**src/rtl/note_step_sequencer.sv**
```systemverilog
// Step sequencer that plays a host-programmed note loop on tone channel A by
// issuing one-cycle register writes to the signal_generator write port.
module note_step_sequencer #(
  parameter int         STEPS    = 8,
  parameter int         TICK_DIV = 64,
  parameter logic [1:0] EN_BN    = 2'b11,
  localparam int        SW       = $clog2(STEPS),
  localparam int        PW       = $clog2(TICK_DIV)
) (
  input  logic          clk,
  input  logic          rst,
  input  logic          run,
  input  logic          prog_we,
  input  logic [SW-1:0] prog_addr,
  input  logic [9:0]    prog_data,
  input  logic [SW-1:0] loop_end,
  input  logic [7:0]    tempo,
  input  logic [7:0]    gate_len,
  output logic          wr_strobe,
  output logic [2:0]    wr_addr,
  output logic [4:0]    wr_data,
  output logic [SW-1:0] step_idx,
  output logic          busy
);

  localparam logic [2:0] S_IDLE = 3'd0;
  localparam logic [2:0] S_PER  = 3'd1;
  localparam logic [2:0] S_VOL  = 3'd2;
  localparam logic [2:0] S_ON   = 3'd3;
  localparam logic [2:0] S_HOLD = 3'd4;
  localparam logic [2:0] S_OFF  = 3'd5;
  localparam logic [2:0] S_STOP = 3'd6;

  logic [2:0]    r_state;
  logic [2:0]    w_next;
  logic [9:0]    r_ram [STEPS];
  logic [9:0]    r_word;
  logic [9:0]    w_word_n;
  logic [SW-1:0] r_idx;
  logic [SW-1:0] w_nidx;
  logic [PW-1:0] r_pre;
  logic [7:0]    r_tcnt;
  logic          r_off_done;
  logic          r_off_burst;
  logic          w_tick;
  logic          w_counting;
  logic          w_step_hit;
  logic          w_gate_hit;
  logic          w_burst;
  logic          w_clr;

  // The prescaler sits at 0 through the burst, so tick phase is anchored to
  // the last write of the burst (W_ON, or W_OFF for a rest step).
  assign w_tick     = (r_pre == PW'(TICK_DIV - 1));
  // Ticks accumulate in HOLD and keep going through a gate note-off write.
  assign w_counting = (r_state == S_HOLD) || ((r_state == S_OFF) && !r_off_burst);
  // Step and gate counts are cleared together and count the same ticks, so
  // a single counter serves both comparisons.
  assign w_step_hit = w_counting && w_tick && (r_tcnt == tempo);
  assign w_gate_hit = (r_state == S_HOLD) && w_tick && r_word[9] && !r_off_done &&
                      (({1'b0, r_tcnt} + 9'd1) >= {1'b0, gate_len});
  assign w_clr      = (r_state == S_ON) || ((r_state == S_OFF) && r_off_burst);
  assign w_nidx     = (r_state == S_IDLE) ? '0 :
                      (r_idx >= loop_end) ? '0 : r_idx + SW'(1);
  assign w_word_n   = r_ram[w_nidx];

  // Next-state selection; run=0 always routes through W_STOP after the current write.
  always_comb begin
    w_next  = r_state;
    w_burst = 1'b0;
    case (r_state)
      S_IDLE: w_burst = run;
      S_PER:  w_next  = run ? S_VOL  : S_STOP;
      S_VOL:  w_next  = run ? S_ON   : S_STOP;
      S_ON:   w_next  = run ? S_HOLD : S_STOP;
      S_OFF:  w_next  = run ? S_HOLD : S_STOP;
      S_STOP: w_next  = S_IDLE;
      S_HOLD: begin
        if (!run)           w_next  = S_STOP;
        else if (w_step_hit) w_burst = 1'b1;
        else if (w_gate_hit) w_next  = S_OFF;
      end
      default: w_next = S_IDLE;
    endcase
    if (w_burst) w_next = w_word_n[9] ? S_PER : S_OFF;
  end

  // FSM, step index and latched step word.
  always_ff @(posedge clk or posedge rst) begin
    if (rst) begin
      r_state     <= S_IDLE;
      r_idx       <= '0;
      r_word      <= '0;
      r_off_burst <= 1'b0;
    end else begin
      r_state <= w_next;
      if (w_burst) begin
        r_idx       <= w_nidx;
        r_word      <= w_word_n;
        r_off_burst <= ~w_word_n[9];
      end else if ((r_state == S_HOLD) && (w_next == S_OFF)) begin
        r_off_burst <= 1'b0;
      end
      if (w_next == S_IDLE) r_idx <= '0;
    end
  end

  // Tick prescaler, held at 0 from burst start until the burst's last write.
  always_ff @(posedge clk or posedge rst) begin
    if (rst)                                               r_pre <= '0;
    else if (w_burst || r_state == S_PER || r_state == S_VOL) r_pre <= '0;
    else if (w_tick)                                       r_pre <= '0;
    else                                                   r_pre <= r_pre + PW'(1);
  end

  // Tick counter for step length and gate time, plus the one-shot note-off flag.
  always_ff @(posedge clk or posedge rst) begin
    if (rst) begin
      r_tcnt     <= '0;
      r_off_done <= 1'b0;
    end else if (w_clr) begin
      r_tcnt     <= '0;
      r_off_done <= 1'b0;
    end else begin
      if (w_counting && w_tick) r_tcnt <= r_tcnt + 8'd1;
      if (w_gate_hit && run && !w_step_hit) r_off_done <= 1'b1;
    end
  end

  // Pattern RAM; writable at any time, cleared to rests on reset.
  always_ff @(posedge clk or posedge rst) begin
    if (rst) begin
      for (int i = 0; i < STEPS; i++) r_ram[i] <= '0;
    end else if (prog_we) begin
      r_ram[prog_addr] <= prog_data;
    end
  end

  // Register write port decoded from state so reset clears it immediately.
  always_comb begin
    wr_strobe = 1'b0;
    wr_addr   = 3'b000;
    wr_data   = 5'b00000;
    case (r_state)
      S_PER: begin
        wr_strobe = 1'b1;
        wr_addr   = 3'b000;
        wr_data   = r_word[4:0];
      end
      S_VOL: begin
        wr_strobe = 1'b1;
        wr_addr   = 3'b010;
        wr_data   = {1'b0, r_word[8:5]};
      end
      S_ON: begin
        wr_strobe = 1'b1;
        wr_addr   = 3'b101;
        wr_data   = {2'b00, 1'b1, EN_BN};
      end
      S_OFF, S_STOP: begin
        wr_strobe = 1'b1;
        wr_addr   = 3'b101;
        wr_data   = {2'b00, 1'b0, EN_BN};
      end
      default: ;
    endcase
  end

  assign step_idx = r_idx;
  assign busy     = (r_state != S_IDLE);

endmodule

```
**config.mk**
```make
export PLATFORM = sky130hd
export DESIGN_NAME = note_step_sequencer
export DESIGN_NICKNAME = d
export VERILOG_FILES = /design/src/rtl/note_step_sequencer.sv
export SDC_FILE = /design/constraint.sdc
export NUM_CORES = 1
export LEC_CHECK = 0
export BUFFER_PORTS_ARGS = -buffer_cell sky130_fd_sc_hd__buf_2
export CAP_MARGIN = 20
export CELL_PAD_IN_SITES_DETAIL_PLACEMENT = 2
export CELL_PAD_IN_SITES_GLOBAL_PLACEMENT = 2
export CORE_AREA = 3 3 121 123
export CTS_CLUSTER_SIZE = 25
export DETAILED_ROUTE_END_ITERATION = 10
export DIE_AREA = 0 0 124 126
export HOLD_SLACK_MARGIN = 0.1
export PLACE_DENSITY = 0.93
export SETUP_SLACK_MARGIN = 0.05
export SLEW_MARGIN = 20
export SYNTH_ARGS = -nofsm -noshare
export SYNTH_HDL_FRONTEND = slang
export SYNTH_SLANG_ARGS = --single-unit
```
**constraint.sdc**
```tcl
create_clock -name clk -period 10.2 [get_ports clk]
set_clock_uncertainty 0.05 [all_clocks]
set_input_delay 2.04 -clock clk [delete_from_list [all_inputs] [get_ports clk]]
set_output_delay 2.04 -clock clk [all_outputs]
set_load 0.02 [all_outputs]
```
**Word level (Yosys, flattened, before mapping)**

Index checks and enable logic that the tools add are counted.
Widths: inputs -> output; s select.

- Equality and inequality tests: 9
- Magnitude comparators: 5
- Bitwise logic cells: 3
- Reductions and logical operators: 30
- Add/sub/neg operators: 4
- Mux-type cells: 33

Operator list:

| operator | count |
|---|---|
| $bwmux 80 | 1 |
| $mux 3 | 11 |
| $bmux 10 s3 | 1 |
| $demux 10 s3 | 1 |
| $mux 10 | 3 |
| $pmux 5 s4 | 1 |
| $mux 8 | 2 |
| $pmux 3 s5 | 1 |
| $eq 3x3->1 const B | 4 |
| $logic_and 1x1->1 | 12 |
| $mux 6 | 2 |
| $add 8x1->9 const B | 1 |
| $ge 9x8->1 | 1 |
| $add 8x1->8 const B | 1 |
| $eq 8x8->1 | 1 |
| $ge 4x4->1 const B | 2 |
| $not 3->4 | 2 |
| $reduce_bool 2->1 | 4 |
| $mux 1 | 7 |
| $add 6x1->6 const B | 1 |
| $eq 3x2->1 const B | 2 |
| $eq 6x6->1 const B | 1 |
| $logic_not 3->1 | 2 |
| $pmux 3 s2 | 1 |
| 13 further kinds | 19 |

- Register bits after elaboration: 112
- Output and inout port bits: 13
- Input port bits: 36
- Logic and storage cells: 99

**Logic depth before layout (Yosys ltp)**

- Depth in word-level cells: 14
- Gate-level depth with buffers: 12

**Worst setup path after synthesis**

No wires, ideal clock.

- Kind: input to register
- Start: in loop_end[0]
- End: reg r_word[1]
- Setup time: 0.082 ns
- Arrival: 3.657 ns
- Cell stages on the path: 9
- Buffers on the path: 2
- Setup slack: 6.411 ns
- Data required time: 10.068 ns
- Cell sequence: ha_1 -> nor3b_1 -> o211a_1 -> buf_2 -> buf_1 -> nand2_1 -> nand3_1 -> o211ai_1 -> a31oi_1

- Longest elaborated chain between the ends: 7

Ends and longest elaborated chain:

| element | RTL line | text |
|---|---|---|
| start: declaration | 16 | `input logic [SW-1:0] loop_end,` |
| $ge 3x3->1 | 64 | `(r_idx >= loop_end) ? '0 : r_idx + SW'(1);` |
| $mux 3 | 64 |  |
| $mux 3 | 63 | `assign w_nidx = (r_state == S_IDLE) ? '0 :` |
| $not 3->4 (implied by the code) | 65 | `assign w_word_n = r_ram[w_nidx];` |
| $bmux 10 s3 | 65 |  |
| $mux 10 (implied by the code) (2 in a row) | 65 |  |
| end signal: assignment | 99 | `r_word <= w_word_n;` |
| end: declaration | 37 | `logic [9:0] r_word;` |

Every way passes these cells. The select of a mux whose other input is x is not followed.
A chain may end at the register's enable or synchronous reset.

**Final worst setup path**

- Start: in loop_end[0]
- End: reg r_off_burst

- Longest elaborated chain between the ends: 12
- Elaborated cells between the ends (all ways): 14
- Classes of those cells: order compare: 1; eq/ne: 1; mux: 8; bitwise: 2; reduce/logical: 2

Ends and longest elaborated chain:

| element | RTL line | text |
|---|---|---|
| $ge 3x3->1 (*) | 64 |  |
| $mux 3 (*) | 64 |  |
| $mux 3 (*) | 63 |  |
| $not 3->4 (implied by the code) (*) | 65 |  |
| $bmux 10 s3 (*) | 65 |  |
| $mux 10 (implied by the code) (*) (2 in a row) | 65 |  |
| $mux 3 (2 in a row) | 85 | `if (w_burst) w_next = w_word_n[9] ? S_PER : S_OFF;` |
| $eq 3x3->1 | 101 | `end else if ((r_state == S_HOLD) && (w_next == S_OFF)) begin` |
| $logic_and 1x1->1 | 101 |  |
| $reduce_bool 2->1 (no line) | - |  |
| end signal: assignment | 100 | `r_off_burst <= ~w_word_n[9];` |
| end: declaration | 44 | `logic r_off_burst;` |

Mark *: on every way between the ends. The rest lies on a longest branch, timed or not. The select of a mux whose other input is x is not followed.

==> impl_metrics.sql <==
INSERT INTO impl_metrics (metric_group, metric, value, unit) VALUES
('synthesis', 'yosys.area_share.simple', '15.9', '%'),
('hold_path', 'holdPathEnd', 'r_ram[8]', ''),
('hold_path', 'holdCritStartpoint', 'r_ram[8]', ''),
('synthesis', 'synth.largest_area_cell', 'dfrtp_1', ''),
('placed_design', 'minimum_setup_slack_after_placement', '5150', 'ps'),
('sta', 'fmax', '0.238', 'GHz'),
('routing', 'total_wirelength', '16600', 'µm'),
('grt', 'grt_overflow_total', '0', ''),
('cells_and_area', 'antenna_cells_inserted', '0', ''),
('clocking', 'clk_transition_reported_paths', '70', 'ps'),
('sta', 'worst_slew_pin_slew', '1100', 'ps'),
('clocking', 'post_cts.repair.setup_buffers', '0', ''),
('sta', 'final_min_period_over_clock_period', '41.2', '%'),
('grt', 'global_route_wire_length_before_repair', '27100', 'µm'),
('placed_design', 'port_buffers', '48', ''),
('synthesis', 'synth_area_leaders', 'dfrtp_1, mux2_2, nand2_1, ha_1, xor2_1', ''),
('routing', 'drt_drc_violations_left', '0', ''),
('clocking', 'clk-insertion-delay-late', '360', 'ps'),
('cells_and_area', 'nets', '634', ''),
('die', 'die-width', '124', 'µm'),
('status', 'outcome', 'finished, final reports clean', ''),
('synthesis', 'syn_inst', '547', ''),
('routing', 'firstDrtPassIters', '4', ''),
('flow_run', 'maxCapViolations', '0', ''),
('power_and_ir_drop', 'peak_supply_drop', '0.113', 'mV'),
('worst_setup_path', 'critical_path.max_fanout', '38', ''),
('synthesis', 'synthAdderAreaFrac', '3.22', '%'),
('placed_design', 'place_hpwl', '11400', 'µm'),
('worst_setup_path', 'critical_path_required', '10400', 'ps'),
('worst_setup_path', 'worstReg2RegEnd', 'r_pre[1]', ''),
('grt', 'grt_pass1_vias', '5009', ''),
('die', 'fp.dieH', '126', 'µm'),
('synthesis', 'synth_edf_count', '0', ''),
('synthesis', 'combinational_family_with_the_most_area_after_synthesis', 'multiplexers', ''),
('placed_design', 'routabilityCongestion', '0.850', ''),
('power_and_ir_drop', 'post-layout-total-power', '1.62', 'mW'),
('sta', 'postLayoutSetupSlackWorst', '6000', 'ps'),
('worst_setup_path', 'cp.arrival', '4410', 'ps'),
('die', 'io-pin-count', '49', ''),
('synthesis', 'top_flip_flop_cell_by_instance_count_after_synthesis', 'dfrtp_1', ''),
('cells_and_area', 'stdcell_count', '767', ''),
('sta', 'slew_viol_final', '0', ''),
('worst_setup_path', 'r2r_slack', '7030', 'ps'),
('synthesis', 'synth.avg_cell_area', '10.5', 'µm²'),
('synthesis', 'yosys_warnings', '0', ''),
('routing', 'vias_per_cell', '5.65', ''),
('routing', 'route.detailed.wl_per_inst', '21.6', 'µm'),
('sta', 'slew-limit-headroom', '26.2', '%'),
('sta', 'unrepaired_setup_endpoints_after_global_routing', 'false', ''),
('synthesis', 'synth-seq-cells', '112', ''),
('clocking', 'cts-root-to-sink-buffers', '2', ''),
('placed_design', 'post-place-cells', '752', ''),
('worst_setup_path', 'rr_worst_depth', '6', ''),
('cells_and_area', 'post-route-util', '46.8', '%'),
('cells_and_area', 'mostFrequentLayoutCells', 'nand2_1, dfrtp_1, mux2_2, buf_2, nand3_1', ''),
('synthesis', 'synthDistinctLibCells', '50', ''),
('sta', 'finalSetupViolCount', '0', ''),
('sta', 'final_min_period', '4200', 'ps'),
('synthesis', 'ys_async_sr_fraction', '100', '%'),
('die', 'initial_core_util', '41.7', '%'),
('synthesis', 'synth_xor_xnor_area_share', '3.05', '%'),
('synthesis', 'mappedNetlistNets', '597', ''),
('clocking', 'cts_tree', 'done', ''),
('power_and_ir_drop', 'power_density', '251', 'nW/µm²'),
('synthesis', 'synth_compound_area_share', '9.62', '%'),
('cells_and_area', 'synthToLayoutAreaGrowth', '12.2', '%'),
('synthesis', 'yosys.area.top_type_share', '48.8', '%'),
('routing', 'drt_iter0_drc', '163', ''),
('die', 'design.die.area', '15600', 'µm²'),
('hold_path', 'min_delay_path_depth', '1', ''),
('clocking', 'ctsResizeCount', '0', '');
stage by stage:
step	hold slack, ps	cell area [µm²]
final	459	6450
after global routing	471	6450
after CTS	462	6410
after detailed placement	446	6120
after global placement	433	6120
after floorplan	408	5750
layer usage:
layer / vias to the layer above / wire length, µm / GRT usage (%) / share of wire [%]
met4: 2 / 253 / 5.86 / 1.5
met2: 76 / 8870 / 40.5 / 53
met3: 22 / 515 / 4.71 / 3.1
li1: 1977 / - / - / -
met1: 2254 / 6930 / 27.3 / 42
met5: - / 14 / 0 / 0.084
layout make-up:
| class | instances | area [µm²] |
|---|---|---|
| clock inverter | 3 | 43.8 |
| multi-input combinational | 391 | 2770 |
| inverter | 17 | 66.3 |
| clock buffer | 11 | 243 |
| fill | 1463 | 7320 |
| tap | 180 | 225 |
| timing repair buffer | 53 | 302 |
| sequential | 112 | 2800 |
state kept, by name (all words and copies together), names as in the netlist:
register / cells
r_word: 10
r_pre: 6
r_tcnt: 8
r_ram: 80
r_off_done: 1
r_state: 3
r_off_burst: 1
step_idx: 3
synth_stat cells, types with 11 or more instances:
| cell | count |
|---|---|
| a21oi_1 | 12 |
| nand3_1 | 25 |
| xor2_1 | 16 |
| nand2_1 | 113 |
| ha_1 | 14 |
| a31oi_1 | 11 |
| o211ai_1 | 18 |
| o21ai_0 | 12 |
| nor2_1 | 23 |
| dfrtp_1 | 112 |
| clkbuf_1 | 11 |
| inv_1 | 17 |
| mux2_2 | 80 |
kinds of logic (layout without fill, tap and decap cells):
kind of cell               Yosys count  in the layout
and+or+nand+nor                    197            197
buffers and inverters               44             84
muxes                               82             82
adders and majority gates           15             15
xor gates and xnor gates            20             20
AOI/OAI and AO/OA                   77             77
DFF                                112            112
worst max-delay path: stages:
cell and delay (ps):
buf_2 110, ha_1 290, nor3b_1 490, o211a_2 350
nand2_2 440, a2111oi_4 420, nor3b_2 110, a21o_1 170
report_power, final:
| part | switching (mW) | internal (mW) | leakage, nW | total [mW] |
|---|---|---|---|---|
| combinational | 0.382 | 0.234 | 1.49 | 0.615 |
| sequential | 0.102 | 0.553 | 1.37 | 0.655 |
| clock | 0.154 | 0.195 | 0.141 | 0.349 |
worst max-delay path by stage:
stage | to | slack [ps]
floorplan | r_off_burst | 5150
global placement | r_off_burst | 5410
detailed placement | r_off_burst | 5150
CTS | r_off_burst | 5540
global route | r_off_burst | 5860
finish | r_off_burst | 6000
No activity file was read; power rests on OpenSTA's default activity.
